<file path="src/rtl/madd_err_sweep_pkg.sv">
//==============================================================================
// Module : madd_eval_pkg
// Brief  : Shared sizes, FSM encoding and exact multiply-add golden model.
// Rev    : 1.0
//==============================================================================
`default_nettype none

package madd_eval_pkg;

    localparam int N_IN      = 6;
    localparam int N_OUT     = 4;
    localparam int ET        = 5;
    localparam int SWEEP_LEN = 2 ** N_IN;

    typedef enum logic [1:0] {
        IDLE  = 2'd0,
        SWEEP = 2'd1,
        DRAIN = 2'd2,
        DONE  = 2'd3
    } state_t;

    // a={in1,in0}, b={in3,in2}, c={in5,in4}; a*b+c peaks at 12, so N_OUT bits never overflow
    function automatic logic [N_OUT-1:0] madd_exact(input logic [N_IN-1:0] vec);
        logic [N_OUT-1:0] a;
        logic [N_OUT-1:0] b;
        logic [N_OUT-1:0] c;
        a = N_OUT'(vec[1:0]);
        b = N_OUT'(vec[3:2]);
        c = N_OUT'(vec[5:4]);
        return a * b + c;
    endfunction

endpackage

`default_nettype wire

</file>
<file path="src/rtl/madd_err_sweep_if.sv">
//==============================================================================
// Module : madd_err_sweep_if
// Brief  : Control, DUT-drive and result bundle of the error-sweep harness.
// Rev    : 1.0
//==============================================================================
`default_nettype none

interface madd_err_sweep_if #(
    parameter int SUM_W = 10
);
    import madd_eval_pkg::*;

    logic              start;
    logic [N_IN-1:0]   vec_o;
    logic [N_OUT-1:0]  approx_i;
    logic              busy;
    logic              done;
    logic [N_OUT-1:0]  max_err;
    logic [SUM_W-1:0]  err_sum;
    logic [N_IN:0]     viol_cnt;
    logic              pass;

    modport master (
        input  start, approx_i,
        output vec_o, busy, done, max_err, err_sum, viol_cnt, pass
    );

    modport slave (
        output start, approx_i,
        input  vec_o, busy, done, max_err, err_sum, viol_cnt, pass
    );

endinterface

`default_nettype wire

</file>
<file path="src/rtl/madd_err_acc.sv">
//==============================================================================
// Module : madd_err_acc
// Brief  : Two-stage sample pipeline: register, abs-diff, max/sum/violation accumulate.
// Rev    : 1.0
//==============================================================================
`default_nettype none

module madd_err_acc
    import madd_eval_pkg::*;
#(
    parameter int SUM_W = 10
) (
    input  logic              clk,
    input  logic              rst,
    input  logic              clear,
    input  logic              in_valid,
    input  logic [N_OUT-1:0]  exact,
    input  logic [N_OUT-1:0]  approx,
    output logic [N_OUT-1:0]  max_err,
    output logic [SUM_W-1:0]  err_sum,
    output logic [N_IN:0]     viol_cnt
);

    logic              s1_valid;
    logic [N_OUT-1:0]  s1_exact;
    logic [N_OUT-1:0]  s1_approx;
    logic [N_OUT-1:0]  err;
    logic [SUM_W:0]    sum_wide;

    always_ff @(posedge clk) begin
        if (rst) begin
            s1_valid  <= 1'b0;
            s1_exact  <= '0;
            s1_approx <= '0;
        end else begin
            s1_valid  <= in_valid;
            s1_exact  <= exact;
            s1_approx <= approx;
        end
    end

    always_comb begin
        err      = (s1_exact >= s1_approx) ? (s1_exact - s1_approx) : (s1_approx - s1_exact);
        sum_wide = {1'b0, err_sum} + (SUM_W+1)'(err);
    end

    always_ff @(posedge clk) begin
        if (rst || clear) begin
            max_err  <= '0;
            err_sum  <= '0;
            viol_cnt <= '0;
        end else if (s1_valid) begin
            if (err > max_err)
                max_err <= err;
            // saturate instead of wrapping when the carry bit is set
            err_sum <= sum_wide[SUM_W] ? {SUM_W{1'b1}} : sum_wide[SUM_W-1:0];
            if (err > N_OUT'(ET))
                viol_cnt <= viol_cnt + 1'b1;
        end
    end

endmodule

`default_nettype wire

</file>
<file path="src/rtl/madd_err_sweep.sv">
//==============================================================================
// Module : madd_err_sweep
// Brief  : Sweeps all input vectors through an approximate madd and grades it.
// Rev    : 1.0
//==============================================================================
`default_nettype none

module madd_err_sweep
    import madd_eval_pkg::*;
#(
    parameter int DUT_LAT = 0,
    parameter int SUM_W   = 10
) (
    input  logic              clk,
    input  logic              rst,
    madd_err_sweep_if.master  bus
);

    // DUT_LAT+2 drain cycles land done exactly SWEEP_LEN+DUT_LAT+3 cycles after start
    localparam int              DRAIN_CYC = DUT_LAT + 2;
    localparam int              DC_W      = $clog2(DRAIN_CYC + 1);
    localparam logic [N_IN-1:0] LAST_VEC  = N_IN'(SWEEP_LEN - 1);

    state_t            state;
    state_t            state_nxt;
    logic [N_IN-1:0]   vec;
    logic [DC_W-1:0]   drain_cnt;
    logic              pass_q;
    logic              accept;
    logic              sweeping;
    logic              smp_valid;
    logic [N_IN-1:0]   smp_vec;
    logic [N_OUT-1:0]  smp_exact;
    logic [N_OUT-1:0]  max_err;
    logic [SUM_W-1:0]  err_sum;
    logic [N_IN:0]     viol_cnt;

    always_ff @(posedge clk) begin
        if (rst)
            state <= IDLE;
        else
            state <= state_nxt;
    end

    always_comb begin
        state_nxt = state;
        case (state)
            IDLE:    if (bus.start) state_nxt = SWEEP;
            SWEEP:   if (vec == LAST_VEC) state_nxt = DRAIN;
            DRAIN:   if (drain_cnt == DC_W'(DRAIN_CYC - 1)) state_nxt = DONE;
            DONE:    state_nxt = IDLE;
            default: state_nxt = IDLE;
        endcase
    end

    always_comb begin
        accept   = 1'b0;
        sweeping = 1'b0;
        bus.busy = 1'b0;
        bus.done = 1'b0;
        case (state)
            IDLE:    accept = bus.start;
            SWEEP: begin
                sweeping = 1'b1;
                bus.busy = 1'b1;
            end
            DRAIN:   bus.busy = 1'b1;
            DONE:    bus.done = 1'b1;
            default: ;
        endcase
    end

    always_ff @(posedge clk) begin
        if (rst) begin
            vec       <= '0;
            drain_cnt <= '0;
            pass_q    <= 1'b0;
        end else begin
            if (accept) begin
                vec    <= '0;
                pass_q <= 1'b0;
            end else if (sweeping && vec != LAST_VEC) begin
                vec <= vec + 1'b1;
            end
            drain_cnt <= (state == DRAIN) ? drain_cnt + 1'b1 : '0;
            if (state == DRAIN && state_nxt == DONE)
                pass_q <= (viol_cnt == '0);
        end
    end

    // Vector/valid delay line aligns each vector with the DUT result it produced
    generate
        if (DUT_LAT == 0) begin : g_no_delay
            assign smp_vec   = vec;
            assign smp_valid = sweeping;
        end else begin : g_delay
            logic [DUT_LAT-1:0][N_IN:0] dly;
            always_ff @(posedge clk) begin
                if (rst) begin
                    dly <= '0;
                end else begin
                    dly[0] <= {sweeping, vec};
                    for (int k = 1; k < DUT_LAT; k++)
                        dly[k] <= dly[k-1];
                end
            end
            assign {smp_valid, smp_vec} = dly[DUT_LAT-1];
        end
    endgenerate

    assign smp_exact = madd_exact(smp_vec);

    madd_err_acc #(
        .SUM_W (SUM_W)
    ) u_acc (
        .clk      (clk),
        .rst      (rst),
        .clear    (accept),
        .in_valid (smp_valid),
        .exact    (smp_exact),
        .approx   (bus.approx_i),
        .max_err  (max_err),
        .err_sum  (err_sum),
        .viol_cnt (viol_cnt)
    );

    assign bus.vec_o    = vec;
    assign bus.max_err  = max_err;
    assign bus.err_sum  = err_sum;
    assign bus.viol_cnt = viol_cnt;
    assign bus.pass     = pass_q;

endmodule

`default_nettype wire
</file>
<file path="src/flat_wrapper.sv">
// flat-port wrapper written by rule: the top's interface ports become plain ports
module madd_err_sweep_flat import madd_eval_pkg::*;
#(
    parameter int DUT_LAT = 0,
    parameter int SUM_W   = 10
)
  (clk, rst, bus_start, bus_approx_i, bus_vec_o, bus_busy, bus_done, bus_max_err, bus_err_sum, bus_viol_cnt, bus_pass);
  madd_err_sweep_if #(.SUM_W(SUM_W)) bus_i ();
  input  logic clk;
  input  logic rst;
  input wire logic [$bits(bus_i.start)-1:0] bus_start;
  input wire logic [$bits(bus_i.approx_i)-1:0] bus_approx_i;
  output wire logic [$bits(bus_i.vec_o)-1:0] bus_vec_o;
  output wire logic [$bits(bus_i.busy)-1:0] bus_busy;
  output wire logic [$bits(bus_i.done)-1:0] bus_done;
  output wire logic [$bits(bus_i.max_err)-1:0] bus_max_err;
  output wire logic [$bits(bus_i.err_sum)-1:0] bus_err_sum;
  output wire logic [$bits(bus_i.viol_cnt)-1:0] bus_viol_cnt;
  output wire logic [$bits(bus_i.pass)-1:0] bus_pass;
  assign bus_i.start = bus_start;
  assign bus_i.approx_i = bus_approx_i;
  assign bus_vec_o = bus_i.vec_o;
  assign bus_busy = bus_i.busy;
  assign bus_done = bus_i.done;
  assign bus_max_err = bus_i.max_err;
  assign bus_err_sum = bus_i.err_sum;
  assign bus_viol_cnt = bus_i.viol_cnt;
  assign bus_pass = bus_i.pass;
  madd_err_sweep #(.DUT_LAT(DUT_LAT), .SUM_W(SUM_W)) u_core (.clk(clk), .rst(rst), .bus(bus_i));
endmodule
</file>
<file path="config.mk">
export PLATFORM = sky130hd
export DESIGN_NAME = madd_err_sweep_flat
export DESIGN_NICKNAME = d
export VERILOG_FILES = /design/src/rtl/madd_err_sweep_pkg.sv /design/src/rtl/madd_err_sweep_if.sv /design/src/rtl/madd_err_acc.sv /design/src/rtl/madd_err_sweep.sv /design/src/flat_wrapper.sv
export SDC_FILE = /design/constraint.sdc
export NUM_CORES = 1
export LEC_CHECK = 0
export BUFFER_PORTS_ARGS = -buffer_cell sky130_fd_sc_hd__buf_2
export CORE_MARGIN = 2
export CORE_UTILIZATION = 45
export DETAILED_ROUTE_END_ITERATION = 10
export PLACE_DENSITY_LB_ADDON = 0.08
export SYNTH_ARGS = -nofsm -noshare
export SYNTH_HDL_FRONTEND = slang
export SYNTH_SLANG_ARGS = --single-unit
</file>
<file path="constraint.sdc">
create_clock -name clk -period 4.45 [get_ports clk]
set_input_delay 0.445 -clock clk [delete_from_list [all_inputs] [get_ports clk]]
set_output_delay 0.445 -clock clk [all_outputs]
set_load 0.1 [all_outputs]
</file>
==> out/qor.yml, run 1 <==
post-route-period-util_pct: 84.1
maxSlewHeadroom_pct: 35.2
synth_flop_cell: "dfxtp_1"
required_ns: 4.60
total_leakage_power_nw: 1.23
ys_seq_elements: 41
cp_num_cells: 16
fin_skew_ns: 0.00287
synth-edff-count: 0
cp-start-kind: "flip-flop"
outcome: "finished clean"
clkTransAtPathRegs_ns: 0.08
clock_path_buffers: 2
avgSynthCellArea_um2: 8.69
crit_arrival_ns: 3.89
clk-insertion-delay-late_ns: 0.30
ctsHoldBuffers: 0
fmax_ghz: 0.267
num_io_pins: 37
drt_iter0_drc: 107
grt_pass1_wl_um: 8840
fillers: 542
vias: 2053
setup_ws_ns: 0.706
p_int_uw: 665
grt_setup_unrepaired: "no"
critPathMaxStageDelay_ns: 0.50
p_comb_share_pct: 40.9
yosysWarnings: 0
post-cts-setup-buffers: 0
place_inst: 393
ant_nets: 0
pwr-share-seq_pct: 36.5
setup_violations: 0
areaGrowthSynthToFinish_pct: 14.0
num-nets-final: 364
dp_hpwl_um: 3810
drive_gt1_share_pct: 17.3
maxCapViolCount: 0
synthCells: 290
post_cts_resized: 0
tns_ns: 0
finalCriticalPeriod_ns: 3.74
finalNonFillerCells: 401
clock_power_share_pct: 22.6
cts_num_sinks: 41
viasPerCell: 5.12
yosys.area.top_type: "dfxtp_1"
critical_path.top_delay_family: "compound AO/OA/AOI/OAI gates"
switchingPower_uw: 532
gp_congestion: 0.792
worst_pin_slew_ns: 0.972
cp_max_fo: 7
synth_top_area_share_pct: 32.6
yosysSeqAreaShare_pct: 32.6
overflow: 0
crit_type: "reg2reg"
yosysUniqueCellTypes: 48
syn_area_um2: 2520
grt_max_degree: 24
core_um2: 5440
synth_common_cells: "dfxtp_1, nor2_1, inv_1, nand2_1, ha_1"
cp_cell_sequence: "inv_1, ha_1, inv_1, fa_1, a21oi_2, o211ai_4, mux2i_1, nor3_1, a211oi_1, ha_1, nand2_1, o21ai_0, a21oi_1, o21ai_0, nor2_1, nor3_1"
hold_depth: 2
grt_usage_pct: 17.7
routed_wl_um: 5060
synth.most_common_cell: "dfxtp_1"
first_pass_iters: 4
rows: 27
cts_made_buffers: 5
cp_num_buf_inv: 2
start_util_pct: 46.3
hold_path_class: "in2reg"
crit_slowest_cell: "fa_1"
r2r_cells: 16
cts-root-buf: "clkbuf_8"
die_h_um: 78.8
hold_viol: 0
drc: 0
cts_tree: "built"
async_flop_share_pct: 0
switching_share_pct: 44.5
syn_nets: 326
powerDensity_nw_per_um2: 417
endpoint_kind: "flip-flop"
maxSlewViolCount: 0
irDropWorstVdd_mv: 0.231
dp_slack_ns: 0.694
regToRegSetupSlack_ns: 0.71
grt_pass1_vias: 1921
dieArea_um2: 6210
port_buffers: 36
antenna_cells: 0
die_x_um: 78.8
whs_ns: 0.356
antenna_found_initial: 0
synthTopCellsByArea: "dfxtp_1, ha_1, nor2_1"
htreeDepth: 2
wl_per_cell_um: 12.6
-- final cells by class --
class                           instances  area, um^2  area share (%)
Inverter                               28         105            3.66
Clock buffer                            7        96.3            3.36
Timing Repair Buffer                   36         180            6.28
Multi-Input combinational cell        216        1570            54.8
Sequential cell                        41         821            28.6
Clock inverter                          1        5.00           0.174
Tap cell                               72        90.1            3.14
-- per-stage QoR --
step	utilization, %	instance area (um^2)	power [mW]
5_1_grt	52.8	2870	1.28
3_5_place_dp	50.9	2770	0.939
4_1_cts	52.8	2870	1.21
2_1_floorplan	-	2520	0.857
6_report	52.8	2870	1.20
3_3_place_gp	50.9	2770	0.935
-- cell usage in the layout, fill, tap and decap left out, types with 2 or more instances in the layout --
cell type and instances:
fa_1 5, mux2i_1 7, o211ai_1 2, a211oi_1 4, nor2_1 33, xor2_1 5, xnor2_1 8, o21a_1 2
nand4_1 3, inv_1 28, and3_1 6, and2_1 2, nor3_1 5, nor2b_1 9, a31o_1 3, o21ai_0 10
nand2_2 2, nand2b_1 4, mux2_2 3, a21boi_0 4, o31ai_1 2, buf_2 36, nand2_1 25, clkbuf_8 7
dfxtp_1 41, ha_1 24, o2111ai_1 3, nand3_1 9, nor3b_1 2, a21oi_1 16
-- power groups by stage --
stage	Clock [mW]	Sequential [mW]	Combinational (mW)
5_1_grt	0.298	0.445	0.538
6_report	0.271	0.437	0.489
4_1_cts	0.283	0.438	0.494
3_5_place_dp	0	0.446	0.492
3_3_place_gp	0	0.445	0.490
2_1_floorplan	0	0.535	0.322
-- final timing paths --
| kind | startpoint | end |
|---|---|---|
| min | bus_approx_i[1] | u_core.u_acc.s1_approx[1] |
| max | u_core.u_acc.s1_exact[0] | u_core.u_acc.err_sum[7] |
| min reg2reg | u_core.drain_cnt[0] | u_core.drain_cnt[0] |
| max reg2reg | u_core.u_acc.s1_exact[0] | u_core.u_acc.err_sum[7] |
-- per-layer routing --
| layer | GRT usage, % | part of all wire (%) |
|---|---|---|
| met5 | 0 | 0 |
| met4 | 4.83 | 1.1 |
| met3 | 4.43 | 3.4 |
| met2 | 27.4 | 46 |
| met1 | 24.6 | 49 |
-- kinds of logic (layout without fill, tap and decap cells) --
family          count (synthesis)  count (layout)  share of synthesized area (%)
simple gates                  103             103                           19.4
buf+inv                        33              72                           4.97
fa+ha+maj                      30              30                           16.3
xor+xnor                       13              13                           4.52
flops                          41              41                           32.6
compound gates                 60              60                           18.1
mux                            10              10                           4.12
-- registers in the layout (all words and copies together) (netlist names) --
name                    flops
u_core.u_acc.err_sum       10
u_core.u_acc.viol_cnt       7
u_core.bus.vec_o            6
u_core.u_acc.max_err        4
u_core.u_acc.s1_approx      4
u_core.u_acc.s1_exact       4
u_core.drain_cnt            2
u_core.state                2
u_core.bus.pass             1
u_core.u_acc.s1_valid       1
-- worst register-to-register path: stages, from the launching register on --
cell      delay (ns)
dfxtp_1         0.32
inv_1           0.05
ha_1            0.16
inv_1           0.06
fa_1            0.50
a21oi_2         0.21
o211ai_4        0.13
mux2i_1         0.33
nor3_1          0.10
a211oi_1        0.39
ha_1            0.37
nand2_1         0.11
o21ai_0         0.10
a21oi_1         0.42
o21ai_0         0.18
nor2_1          0.11
nor3_1          0.06
(Power assumes the default switching activity.)
==> inputs of run 2 (changes only) <==
--- a/config.mk
+++ b/config.mk
@@ -5,6 +5,7 @@
 export SDC_FILE = /design/constraint.sdc
 export NUM_CORES = 1
 export LEC_CHECK = 0
+export ABC_AREA = 1
 export BUFFER_PORTS_ARGS = -buffer_cell sky130_fd_sc_hd__buf_2
 export CORE_MARGIN = 2
 export CORE_UTILIZATION = 45
==> constraint.sdc (replaced) <==
create_clock -name clk -period 3.9 [get_ports clk]
set_input_delay 0.39 -clock clk [delete_from_list [all_inputs] [get_ports clk]]
set_output_delay 0.39 -clock clk [all_outputs]
set_load 0.1 [all_outputs]
==> run 2 against run 1 <==
  * Register-to-register slack better by 0.35 ns
  * Combinational power up 9.8%
  * Via count up 6.0%
  * Synthesized cell count up 19%
  * Critical path type unchanged
  * Critical endpoint is now u_core.u_acc.max_err[2]
  * Largest cell class unchanged
==> out/qor.yml, run 2 <==
async_flop_share_pct: 0  # unchanged
maxSlewHeadroom_pct: 43.9  # +8.7 points
grt_util_met1_pct: 21.1  # -3.5 points
drive_gt1_share_pct: 18.2  # +0.90 points
powerDensity_nw_per_um2: 481  # +15%
syn_area_um2: 2550  # +1.4%
worst_pin_slew_ns: 0.840  # -0.132 ns
cts-root-buf: "clkbuf_8"
areaGrowthSynthToFinish_pct: 14.6
regMostFlops: "u_core.u_acc.err_sum"
post_cts_resized: 0  # unchanged
viasPerCell: 4.77  # -6.8%
yosysSeqAreaShare_pct: 32.1  # -0.45 points
use_met2_pct: 30.8  # +3.4 points
drt_iter0_drc: 102  # -4.7%
vias: 2176  # +6.0%
irDropWorstVdd_mv: 0.582  # +150%
htreeDepth: 2  # unchanged
cp_common_cell: "inv_1"
cp_max_fo: 6  # -1
grt.busiest_layer: "met2"
crit_arrival_ns: 3.07  # -0.82 ns
avgSynthCellArea_um2: 7.42  # -15%
clk-insertion-delay-late_ns: 0.30  # about the same
rows: 27  # unchanged
required_ns: 4.13  # -0.47 ns
synth.most_common_cell: "inv_1"
critical_path.top_delay_family: "adder cells"
core_um2: 5510  # +1.2%
cts_tree: "built"
die_x_um: 79.3  # +0.65%
ant_nets: 0  # unchanged
fmax_ghz: 0.352  # +32%
fin_skew_ns: 0.00636  # +0.00348 ns
antenna_found_initial: 0  # unchanged
dieArea_um2: 6290  # +1.3%
clock_path_buffers: 2  # unchanged
ys_seq_elements: 41  # unchanged
die_h_um: 79.3  # +0.65%
synth_flop_cell: "dfxtp_1"
setup_violations: 0  # unchanged
crit_type: "reg2reg"
hold_depth: 3  # +1
ctsHoldBuffers: 0  # unchanged
synth_top_area_share_pct: 32.1  # -0.45 points
endpoint_kind: "flip-flop"
drc: 0  # unchanged
overflow: 0  # unchanged
grt_max_degree: 20  # -17%
hold_viol: 0  # unchanged
wl_per_cell_um: 10.8  # -14%
port_buffers: 36  # unchanged
maxCapViolCount: 0  # unchanged
routed_wl_um: 4930  # -2.5%
r2r_end: "u_core.u_acc.max_err[2]"
whs_ns: 0.290  # -0.0656 ns
cp_num_buf_inv: 5  # +3
yosysUniqueCellTypes: 32  # -33%
maxSlewViolCount: 0  # unchanged
r2r_start: "u_core.u_acc.s1_exact[0]"
synth_common_cells: "inv_1, nand2_1, dfxtp_1, nor2_1, ha_1"
num-nets-final: 419  # +15%
largest_reg_flops: 10  # unchanged
multiInputGateArea_um2: 1450  # -8.0%
post-cts-setup-buffers: 0  # unchanged
r2r_cells: 19  # +3
grt_use_met3_pct: 3.07  # -1.4 points
outcome: "finished clean"
finalCriticalPeriod_ns: 2.84  # -0.905 ns
num_io_pins: 37  # unchanged
grt_usage_pct: 17.4  # -0.27 points
regToRegSetupSlack_ns: 1.06  # +0.35 ns
seqCellArea_um2: 821  # unchanged
most-common-layout-cells: "inv_1, nand2_1, dfxtp_1, buf_2, nor2_1"
holdPathEnd: "u_core.u_acc.s1_approx[1]"
clkTransAtPathRegs_ns: 0.09  # about the same
total_leakage_power_nw: 1.41  # +15%
dp_hpwl_um: 3880  # +1.8%
start_util_pct: 46.4  # +0.068 points
min_from: "bus_approx_i[1]"
cp_cell_sequence: "inv_1, ha_1, inv_1, fa_1, inv_1, nand2_1, nand2_2, nand2_4, nand2_1, o21ai_1, xnor2_1, inv_1, ha_1, nand3_1, o21ai_2, inv_1, nand2_1, o21ai_0, a21oi_1"
yosys.area.top_type: "dfxtp_1"
gp_congestion: 0.870  # +9.8%
layout_commonest_cell: "inv_1"
hold_path_class: "in2reg"
grt_pass1_wl_um: 8700  # -1.6%
syn_nets: 380  # +17%
synthTopCellsByArea: "dfxtp_1, ha_1, inv_1"
antenna_cells: 0  # unchanged
post-route-period-util_pct: 72.8  # -11 points
critPathMaxStageDelay_ns: 0.46  # -0.04 ns
cts_made_buffers: 5  # unchanged
crit_slowest_cell: "fa_1"
tns_ns: 0  # unchanged
first_pass_iters: 4  # unchanged
cts_num_sinks: 41  # unchanged
synthCells: 344  # +19%
synth-edff-count: 0  # unchanged
fillers: 540  # -0.37%
cp-start-kind: "flip-flop"
grt_setup_unrepaired: "no"
grt_pass1_vias: 2052  # +6.8%
yosysWarnings: 0  # unchanged
[run 2: cell types whose count changed after synthesis, moves of 6 or more]
cell,delta
nand2_2,+6
nand2_1,+36
nor2b_1,-9
o21ai_0,+6
nand3_1,+7
and3_1,-6
inv_1,+38
mux2i_1,-7
nor2_1,-6
[run 2: tightest hold or removal path, stage by stage]
cell and delay, ns:
buf_2 0.09, inv_1 0.04, nor2_1 0.03
[run 2: how the worst max path moves through the flow]
stage,cells past startpoint,endpoint,start,slack (ns)
final,19,u_core.u_acc.max_err[2],u_core.u_acc.s1_exact[0],1.06
after global routing,19,u_core.u_acc.max_err[3],u_core.u_acc.s1_exact[0],0.74
after CTS,19,u_core.u_acc.max_err[2],u_core.u_acc.s1_exact[0],1.03
after detailed placement,19,u_core.u_acc.max_err[2],u_core.u_acc.s1_exact[0],1.05
after global placement,20,u_core.u_acc.err_sum[5],u_core.u_acc.s1_exact[0],1.12
after floorplan,20,u_core.u_acc.err_sum[5],u_core.u_acc.s1_exact[0],1.27
[run 2: per-stage QoR]
step           cells  utilization [%]  total power, mW  instance area (um^2)  worst slack (ns)
2_1_floorplan    344                -            0.970                  2550              1.27
3_3_place_gp     448             50.9             1.06                  2810              1.12
3_5_place_dp     448             50.9             1.06                  2810              1.05
4_1_cts          456             53.1             1.42                  2930              1.03
5_1_grt          456             53.1             1.50                  2930             0.743
6_report         456             53.1             1.41                  2930              1.06
[run 2: layer usage]
metal	vias up	wire (um)	part of all wire, %
met2	43	2310	47
met4	0	62	1.3
met1	964	2380	48
met5	-	0	0
met3	5	171	3.5
li1	1164	-	-
[run 2: report_power, final]
part           total (mW)  internal (mW)  switching [mW]
registers           0.507          0.454          0.0528
logic               0.537          0.123           0.414
clock network       0.364          0.208           0.156
total                1.41          0.786           0.622
[run 2: cells by family (layout without fill, tap and decap cells)]
logic type	after synthesis	count (layout)	synth area share, %
compound gates	55	55	12.7
buf+inv	74	114	11.2
xor+xnor	9	9	3.09
simple gates	136	136	25.1
fa+ha+maj	29	29	15.7
flops	41	41	32.1
[run 2: layout make-up]
class                           count  area share, %
Inverter                           69           8.90
Clock buffer                        6           2.82
Timing Repair Buffer               37           6.42
Clock inverter                      2           1.28
Multi-Input combinational cell    229           49.4
Tap cell                           72           3.08
Sequential cell                    41           28.1
==> inputs of run 3 (changes only) <==
==> constraint.sdc (replaced) <==
create_clock -name clk -period 2.68 [get_ports clk]
set_input_delay 0.268 -clock clk [delete_from_list [all_inputs] [get_ports clk]]
set_output_delay 0.268 -clock clk [all_outputs]
set_load 0.1 [all_outputs]
==> run 3 against run 2 <==
  * Critical path type unchanged
  * Routed wire length grew 2.9%
  * Core utilization grew 2.6 points
  * Count of clock-buffer cells in the layout shrank 1
  * Highest routed layer unchanged
  * First-iteration DRC count shrank 25%
==> out/qor.yml, run 3 (synthesis gave the netlist of run 2 again) <==
r2r_end: "u_core.u_acc.max_err[2]"
crit_arrival_ns: 2.87  # -0.20 ns
finalCriticalPeriod_ns: 2.64  # -0.203 ns
r2r_start: "u_core.u_acc.s1_exact[0]"
cts_made_buffers: 5  # unchanged
hold_depth: 3  # unchanged
drive_gt1_share_pct: 26.0  # +7.7 points
drt_iter0_drc: 77  # -25%
worst_pin_slew_ns: 0.493  # -0.347 ns
gp_congestion: 0.841  # -3.3%
tns_ns: 0  # unchanged
powerDensity_nw_per_um2: 654  # +36%
grt_pass1_wl_um: 8660  # -0.47%
maxCapViolCount: 0  # unchanged
vias: 2198  # +1.0%
clock_path_buffers: 2  # unchanged
clk-insertion-delay-late_ns: 0.29  # about the same
first_pass_iters: 4  # unchanged
die_h_um: 79.3  # unchanged
regToRegSetupSlack_ns: 0.04  # -1.02 ns
drc: 0  # unchanged
total_leakage_power_nw: 1.46  # +3.2%
dp_slack_ns: -0.0765  # -1.13 ns
fmax_ghz: 0.379  # +7.7%
r2r_cells: 19  # unchanged
min_from: "bus_approx_i[2]"
outcome: "finished clean"
hold_viol: 0  # unchanged
cts_tree: "built"
die_x_um: 79.3  # unchanged
maxSlewHeadroom_pct: 67.4  # +23 points
htreeDepth: 2  # unchanged
setup_ws_ns: 0.0442  # -1.02 ns
core_um2: 5510  # unchanged
grt_setup_unrepaired: "yes"
cp_max_fo: 5  # -1
layout_commonest_cell: "inv_1"
regMostFlops: "u_core.u_acc.err_sum"
areaGrowthSynthToFinish_pct: 20.1
cts_num_sinks: 41  # unchanged
grt_max_degree: 20  # unchanged
dieArea_um2: 6290  # unchanged
crit_type: "reg2reg"
dp_hpwl_um: 3810  # -1.7%
overflow: 0  # unchanged
irDropWorstVdd_mv: 0.655  # +13%
routed_wl_um: 5070  # +2.9%
holdPathEnd: "u_core.u_acc.s1_approx[2]"
antenna_found_initial: 0  # unchanged
start_util_pct: 46.4  # unchanged
endpoint_kind: "flip-flop"
clkTransAtPathRegs_ns: 0.09  # about the same
cts-root-buf: "clkbuf_8"
most-common-layout-cells: "inv_1, nand2_1, dfxtp_1, buf_2, nor2_1"
setup_violations: 0  # unchanged
hold_path_class: "in2reg"
antenna_cells: 0  # unchanged
grt_pass1_vias: 2049  # -0.15%
maxSlewViolCount: 0  # unchanged
viasPerCell: 4.73  # -0.94%
required_ns: 2.91  # -1.22 ns
fin_skew_ns: 0.00607  # -0.000287 ns
num_io_pins: 37  # unchanged
port_buffers: 36  # unchanged
num-nets-final: 428  # +2.1%
rows: 27  # unchanged
post-route-util_pct: 55.7  # +2.6 points
grt_usage_pct: 17.2  # -0.22 points
post-route-period-util_pct: 98.4  # +26 points
largest_reg_flops: 10  # unchanged
cp-start-kind: "flip-flop"
wl_per_cell_um: 10.9  # +0.93%
ant_nets: 0  # unchanged
## run 3: final cells by class
type,instances,area [um^2]
clock inverters,3,21.3
clock buffers,5,68.8
flip-flops and latches,41,823
repair buffers,46,255
well taps,72,90.1
multi-input cells,229,1540
fillers,543,2440
inverters,69,264
## run 3: how the worst max path moves through the flow
stage | startpoint | to | slack [ns] | cells past startpoint
final | u_core.u_acc.s1_exact[0] | u_core.u_acc.max_err[2] | 0.04 | 19
after CTS | u_core.u_acc.s1_exact[0] | u_core.u_acc.max_err[2] | 0.02 | 19
after global routing | u_core.u_acc.s1_exact[0] | u_core.u_acc.err_sum[5] | -0.16 | 20
after global placement | u_core.u_acc.s1_exact[0] | u_core.u_acc.err_sum[5] | -0.01 | 20
after detailed placement | u_core.u_acc.s1_exact[0] | u_core.u_acc.err_sum[5] | -0.08 | 20
after floorplan | u_core.u_acc.s1_exact[0] | u_core.u_acc.err_sum[5] | 0.05 | 20
## run 3: critical path, cell delays in order (launching register included)
cell     delay (ns)
dfxtp_2        0.33
inv_2          0.06
ha_4           0.12
inv_2          0.04
fa_2           0.39
inv_2          0.06
nand2_2        0.04
nand2_2        0.08
nand2_4        0.06
nand2_1        0.07
o21ai_1        0.07
xnor2_1        0.24
inv_2          0.13
ha_4           0.29
nand3_2        0.07
o21ai_2        0.15
inv_1          0.07
nand2_2        0.10
o21ai_0        0.09
a21oi_1        0.12
## run 3: power by group
group          switching, mW  internal [mW]
registers             0.0504          0.661
clock network          0.238          0.185
logic                  0.653          0.218
## run 3: what timing repair did
item                       4_1_cts  5_1_grt
gates resized for setup          6       23
setup endpoints to repair       14       14
hold buffers                     0        0
setup buffers                    0        3
pin swaps                        3       17
## run 3: metal layers
metal | wire (um) | GRT usage (%)
met5 | 0 | 0
met4 | 24 | 5.00
met3 | 151 | 3.52
met2 | 2420 | 30.5
met1 | 2470 | 20.9
## run 3: per-stage QoR
step	hold WS, ns	instance area [um^2]	total power, mW	instances
CTS	0.163	2970	1.99	462
global placement	0.422	2850	1.55	454
global route	0.165	3070	2.14	465
finish	0.174	3070	2.01	465
floorplan	0.345	2550	1.41	344
detailed placement	0.424	2850	1.55	454
